`src/rtl/updown_cntr_pkg.sv`:
```
// ============================================================================
// Module      : updown_cntr_pkg
// Description : Shared constants and the load-clamp helper for the
//               parametrised up/down counter.
// Revision    : 1.0 - initial release
// ============================================================================
`default_nettype none

package updown_cntr_pkg;

    // Direction encoding on the 'up' input
    localparam logic DIR_UP = 1'b1;
    localparam logic DIR_DN = 1'b0;

    // Bound behaviour selected by the SATURATE parameter
    localparam int MODE_WRAP = 0;
    localparam int MODE_SAT  = 1;

    // Limit a load value to the inclusive upper bound of the counter
    function automatic logic [31:0] clamp_ld(input logic [31:0] value,
                                             input logic [31:0] max);
        return (value > max) ? max : value;
    endfunction

endpackage

`default_nettype wire

```
`src/rtl/updown_cntr_gen_sticky_flags.sv`:
```
// ============================================================================
// Module      : udc_sticky_flags
// Description : Set/clear register pair holding the overflow and underflow
//               flags of the up/down counter. A set event beats a clear in
//               the same cycle.
// Revision    : 1.0 - initial release
// ============================================================================
`default_nettype none

module udc_sticky_flags (
    input  logic clk,
    input  logic rst,
    input  logic clr_flg,
    input  logic set_ovf,
    input  logic set_unf,
    output logic ovf,
    output logic unf
);

    // Each flag is set by its event and held until cleared or reset
    always_ff @(posedge clk) begin
        if (rst) begin
            ovf <= 1'b0;
            unf <= 1'b0;
        end else begin
            if (set_ovf)      ovf <= 1'b1;
            else if (clr_flg) ovf <= 1'b0;

            if (set_unf)      unf <= 1'b1;
            else if (clr_flg) unf <= 1'b0;
        end
    end

endmodule

`default_nettype wire

```
`src/rtl/updown_cntr_gen.sv`:
```
// ============================================================================
// Module      : updown_cntr_gen
// Description : Parametrised up/down counter with configurable width and
//               modulus, wrap or saturate at the bounds, synchronous load,
//               terminal-count and wrap-event outputs.
//               Optional macro UDC_STICKY_FLAGS_EN adds clr_flg input and
//               sticky ovf/unf outputs.
// Revision    : 1.0 - initial release
// ============================================================================
`default_nettype none

module updown_cntr_gen
    import updown_cntr_pkg::*;
#(
    parameter int          WIDTH    = 4,
    parameter int unsigned MAX_VAL  = 32'((64'd1 << WIDTH) - 64'd1),
    parameter int          SATURATE = 0,
    parameter int unsigned RST_VAL  = 0
) (
    input  logic             clk,
    input  logic             rst,
    input  logic             en,
    input  logic             up,
    input  logic             ld,
    input  logic [WIDTH-1:0] ld_val,
`ifdef UDC_STICKY_FLAGS_EN
    input  logic             clr_flg,
    output logic             ovf,
    output logic             unf,
`endif
    output logic [WIDTH-1:0] count,
    output logic             tc,
    output logic             wrap
);

    localparam logic [WIDTH-1:0] MAX_C  = WIDTH'(MAX_VAL);
    localparam logic [WIDTH-1:0] RST_C  = WIDTH'(RST_VAL);
    localparam logic             SAT_ON = (SATURATE == MODE_SAT);

    logic             at_max;
    logic             at_zero;
    logic [WIDTH-1:0] ld_clamped;

    // '>=' so a misconfigured reset value above the bound still behaves as the top
    assign at_max     = (count >= MAX_C);
    assign at_zero    = (count == '0);
    assign ld_clamped = WIDTH'(clamp_ld(32'(ld_val), 32'(MAX_C)));

    // Terminal count depends only on the current count and direction
    assign tc = ((up == DIR_UP) && (count == MAX_C)) ||
                ((up == DIR_DN) && at_zero);

    // Counter core: reset beats load, load beats count enable
    always_ff @(posedge clk) begin
        if (rst) begin
            count <= RST_C;
            wrap  <= 1'b0;
        end else if (ld) begin
            count <= ld_clamped;
            wrap  <= 1'b0;
        end else if (en) begin
            wrap <= 1'b0;
            if (up == DIR_UP) begin
                if (!at_max) begin
                    count <= count + WIDTH'(1);
                end else if (!SAT_ON) begin
                    count <= '0;
                    wrap  <= 1'b1;
                end
            end else begin
                if (!at_zero) begin
                    count <= count - WIDTH'(1);
                end else if (!SAT_ON) begin
                    count <= MAX_C;
                    wrap  <= 1'b1;
                end
            end
        end else begin
            wrap <= 1'b0;
        end
    end

`ifdef UDC_STICKY_FLAGS_EN
    logic set_ovf;
    logic set_unf;

    // Bound hits on an enabled step; a load cycle never counts
    assign set_ovf = !ld && en && (up == DIR_UP) && at_max;
    assign set_unf = !ld && en && (up == DIR_DN) && at_zero;

    udc_sticky_flags u_flags (
        .clk     (clk),
        .rst     (rst),
        .clr_flg (clr_flg),
        .set_ovf (set_ovf),
        .set_unf (set_unf),
        .ovf     (ovf),
        .unf     (unf)
    );
`endif

    // Only meaningful when the bound is below the full register range
    if (64'(MAX_VAL) < ((64'd1 << WIDTH) - 64'd1)) begin : g_range_chk
        a_count_in_range: assert property (@(posedge clk) disable iff (rst)
                                           (count <= MAX_C));
    end

endmodule

`default_nettype wire

```
`config.mk`:
```
export PLATFORM = sky130hd
export DESIGN_NAME = updown_cntr_gen
export DESIGN_NICKNAME = d
export VERILOG_FILES = /design/src/rtl/updown_cntr_pkg.sv /design/src/rtl/updown_cntr_gen_sticky_flags.sv /design/src/rtl/updown_cntr_gen.sv
export SDC_FILE = /design/constraint.sdc
export NUM_CORES = 1
export LEC_CHECK = 0
export CORE_AREA = 2 2 39 41
export DETAILED_ROUTE_END_ITERATION = 10
export DIE_AREA = 0 0 41 43
export SLEW_MARGIN = 20
export SYNTH_ARGS = -nofsm -noshare
export SYNTH_HDL_FRONTEND = slang
export SYNTH_SLANG_ARGS = --single-unit
```
`constraint.sdc`:
```
create_clock -name clk -period 1.4 [get_ports clk]
set_input_delay 0.28 -clock clk [delete_from_list [all_inputs] [get_ports clk]]
set_output_delay 0.28 -clock clk [all_outputs]
set_load 0.01 [all_outputs]
```
==> impl_metrics.py <==
metrics = {
    "sta": {
        "final-setup-viol-count": 1,
        "slew_headroom_pct": 88.1,
        "setup_ws_ps": -120,
        "whs_ps": 579,
        "setup-tns-final_ps": -120,
        "fin_worst_skew_ps": 0.994,
        "hold_viol": 0,
        "slew_violations": 0,
        "fin_crit_sh_pct": 109,
        "fin_crit_ps": 1520,
        "max_freq_mhz": 658,
        "rsz0062_at_grt": "true",
        "tightest_slew_ps": 177,
    },
    "clocking": {
        "clockBufferDepth": 2,
        "clock_latency_ps": 240,
        "cts_hold_buf": 0,
        "root_buffer": "clkbuf_4",
        "clk_pin_slew_ps": 40,
        "numCtsBuffers": 3,
        "cts_tree": "yes",
        "cts.sinks": 5,
        "htree_levels": 1,
    },
    "power": {
        "vdd_ir_drop_max_mv": 0.285,
        "p_leak_nw": 0.307,
        "powerDensity_mw_per_mm2": 774,
    },
    "synthesis": {
        "synthAdderAreaFrac_pct": 7.09,
        "ys_warn_count": 0,
        "synth_top_family_by_area": "compound AO/OA/AOI/OAI gates",
        "syn_area_um2": 353,
        "avgSynthCellArea_um2": 8.40,
        "synth-simple-area-share_pct": 23.0,
        "yosysUniqueCellTypes": 24,
        "synth.area.mux_share_pct": 2.84,
        "synth_xor_area_share_pct": 7.45,
        "seq_area_frac_synth_pct": 28.4,
        "synth_nets": 53,
        "synth_compound_gate_area_share_pct": 25.5,
        "syn_inst": 42,
        "synth-seq-cells": 5,
    },
    "route": {
        "drtIter0Drc": 3,
        "wl_um": 960,
        "wl_per_cell_um": 10.8,
        "ant_nets": 0,
        "num_vias": 417,
        "via_per_inst": 4.69,
        "drc": 0,
        "drt_first_pass_iters": 2,
    },
    "worst_setup_path": {
        "cp_max_fo": 4,
        "worstPathArrival_ps": 1240,
        "crit_type": "reg2out",
        "start_kind": "register",
        "required_ps": 1120,
        "end_kind": "primary output",
        "reg2regPathDepth": 5,
        "reg2reg_from": "count[1]",
        "r2r_slack_ps": 70,
        "worstReg2RegEnd": "count[3]",
    },
    "place": {
        "placed_area_um2": 606,
        "dp.cells": 84,
        "gp_congestion": 0.752,
        "io_buffers": 14,
        "hpwl_um": 694,
    },
    "die": {
        "core_area_mm2": 0.00138,
        "chipWidth_um": 41,
        "initial_utilization_pct": 25.5,
        "die_h_um": 43,
        "row_count": 14,
        "io_pins": 15,
        "die_area_mm2": 0.00176,
    },
    "cells_and_area": {
        "final_cell_mix": "buf_4 (13), clkdlybuf4s50_1 (8), a21oi_1 (4), dlygate4sd2_1 (4)",
        "layout_commonest_cell": "buf_4",
        "area_growth_pct": 92.6,
        "fin_util_pct": 49.1,
        "final_nets": 85,
        "drive_above_1_share_pct": 39.7,
        "final_area_um2": 679,
        "final_cells": 89,
        "insertedDiodeCount": 0,
        "nFillCells": 148,
    },
    "grt": {
        "antenna_found_initial": 0,
        "grt_overflow": 0,
        "grt_first_pass_wirelength_um": 1520,
        "grt_start_max_net_pins": 9,
        "grt.total_usage_pct": 13.1,
        "first_global_vias": 395,
    },
    "min_path": {
        "min_from": "up",
        "min_to": "wrap",
        "whs_path_depth": 4,
        "holdCritPathClass": "in2reg",
    },
    "run_status": {
        "status": "finished with violations",
        "failed_checks": "negative setup slack",
    },
    "job": {
        "drv_cap": 0,
    },
}
## critical path, cell delays in order, from the launching register on
cell      delay, ps
dfxtp_2         330
inv_2            80
ha_4            150
nand2b_4         60
o31ai_4         220
buf_2           160
## state kept, by name, indices dropped and copies added, names as in the netlist
signal and count:
count 4, wrap 1
## Yosys cell counts, drive strengths merged
| library cell | count | share of area, % |
|---|---|---|
| o32ai | 1 | 4.6 |
| nor3b | 1 | 2.1 |
| buf | 1 | 1.4 |
| dfxtp | 5 | 28 |
| nor2b | 1 | 1.8 |
| nor2 | 3 | 3.2 |
| nand4 | 2 | 3.5 |
| and2b | 1 | 2.1 |
| o21ai | 3 | 4.3 |
| o21a | 1 | 2.1 |
| a21boi | 1 | 2.1 |
| ha | 2 | 7.1 |
| a21oi | 4 | 5.7 |
| xnor2 | 3 | 7.4 |
| inv | 4 | 4.3 |
| a31oi | 1 | 1.8 |
| or3b | 1 | 2.5 |
| nand2b | 2 | 5.7 |
| o31ai | 1 | 2.1 |
| o311a | 1 | 2.8 |
| nand2 | 2 | 2.1 |
| mux2i | 1 | 2.8 |
## cells by family (layout without fill, tap and decap cells)
group	count (synthesis)	in the layout
AOI/OAI and AO/OA	13	13
and+or+nand+nor	13	13
DFF	5	5
buffers and inverters	5	36
xor gates and xnor gates	3	3
adders and majority gates	2	2
muxes	1	1
## through the flow
step | setup slack, ps | power (mW)
final | -120 | 0.526
after global routing | -189 | 0.566
after CTS | -149 | 0.512
after detailed placement | -601 | 0.346
after global placement | -586 | 0.346
after floorplan | 65.6 | 0.243
## worst max-delay path by stage
stage / cells after the start / slack (ps) / start / end
3_5_place_dp: 4 / -600 / up / tc
5_1_grt: 5 / -190 / count[1] / tc
3_3_place_gp: 4 / -590 / up / tc
2_1_floorplan: 6 / 70 / count[0] / count[1]
4_1_cts: 5 / -150 / count[0] / tc
6_report: 5 / -120 / count[1] / tc
## cell type report
class | instances | area [um^2] | area share, %
multi-input cells | 32 | 267 | 39.2
clock buffers | 4 | 26.3 | 3.87
inverters | 4 | 17.5 | 2.58
repair buffers | 28 | 241 | 35.5
well taps | 16 | 20.0 | 2.95
flip-flops and latches | 5 | 108 | 15.8
## repair_timing
item,CTS,global route
pin swaps,0,3
endpoints found under the setup margin,5,2
setup buffers,0,1
resized for setup,13,8
## metal layers
| metal | vias to the layer above | track usage [%] | part of all wire, % |
|---|---|---|---|
| met5 | - | 0 | 0 |
| met4 | 0 | 10.0 | 0 |
| met3 | 0 | 4.71 | 4.4 |
| met2 | 13 | 18.4 | 51 |
| met1 | 194 | 15.4 | 45 |
| li1 | 210 | - | - |
## power breakdown
group          total [mW]  internal (mW)  switching [mW]
clock network       0.163          0.108          0.0558
logic               0.194          0.118          0.0760
registers           0.168          0.155          0.0139
total               0.526          0.380           0.146
(Power assumes the default switching activity.)
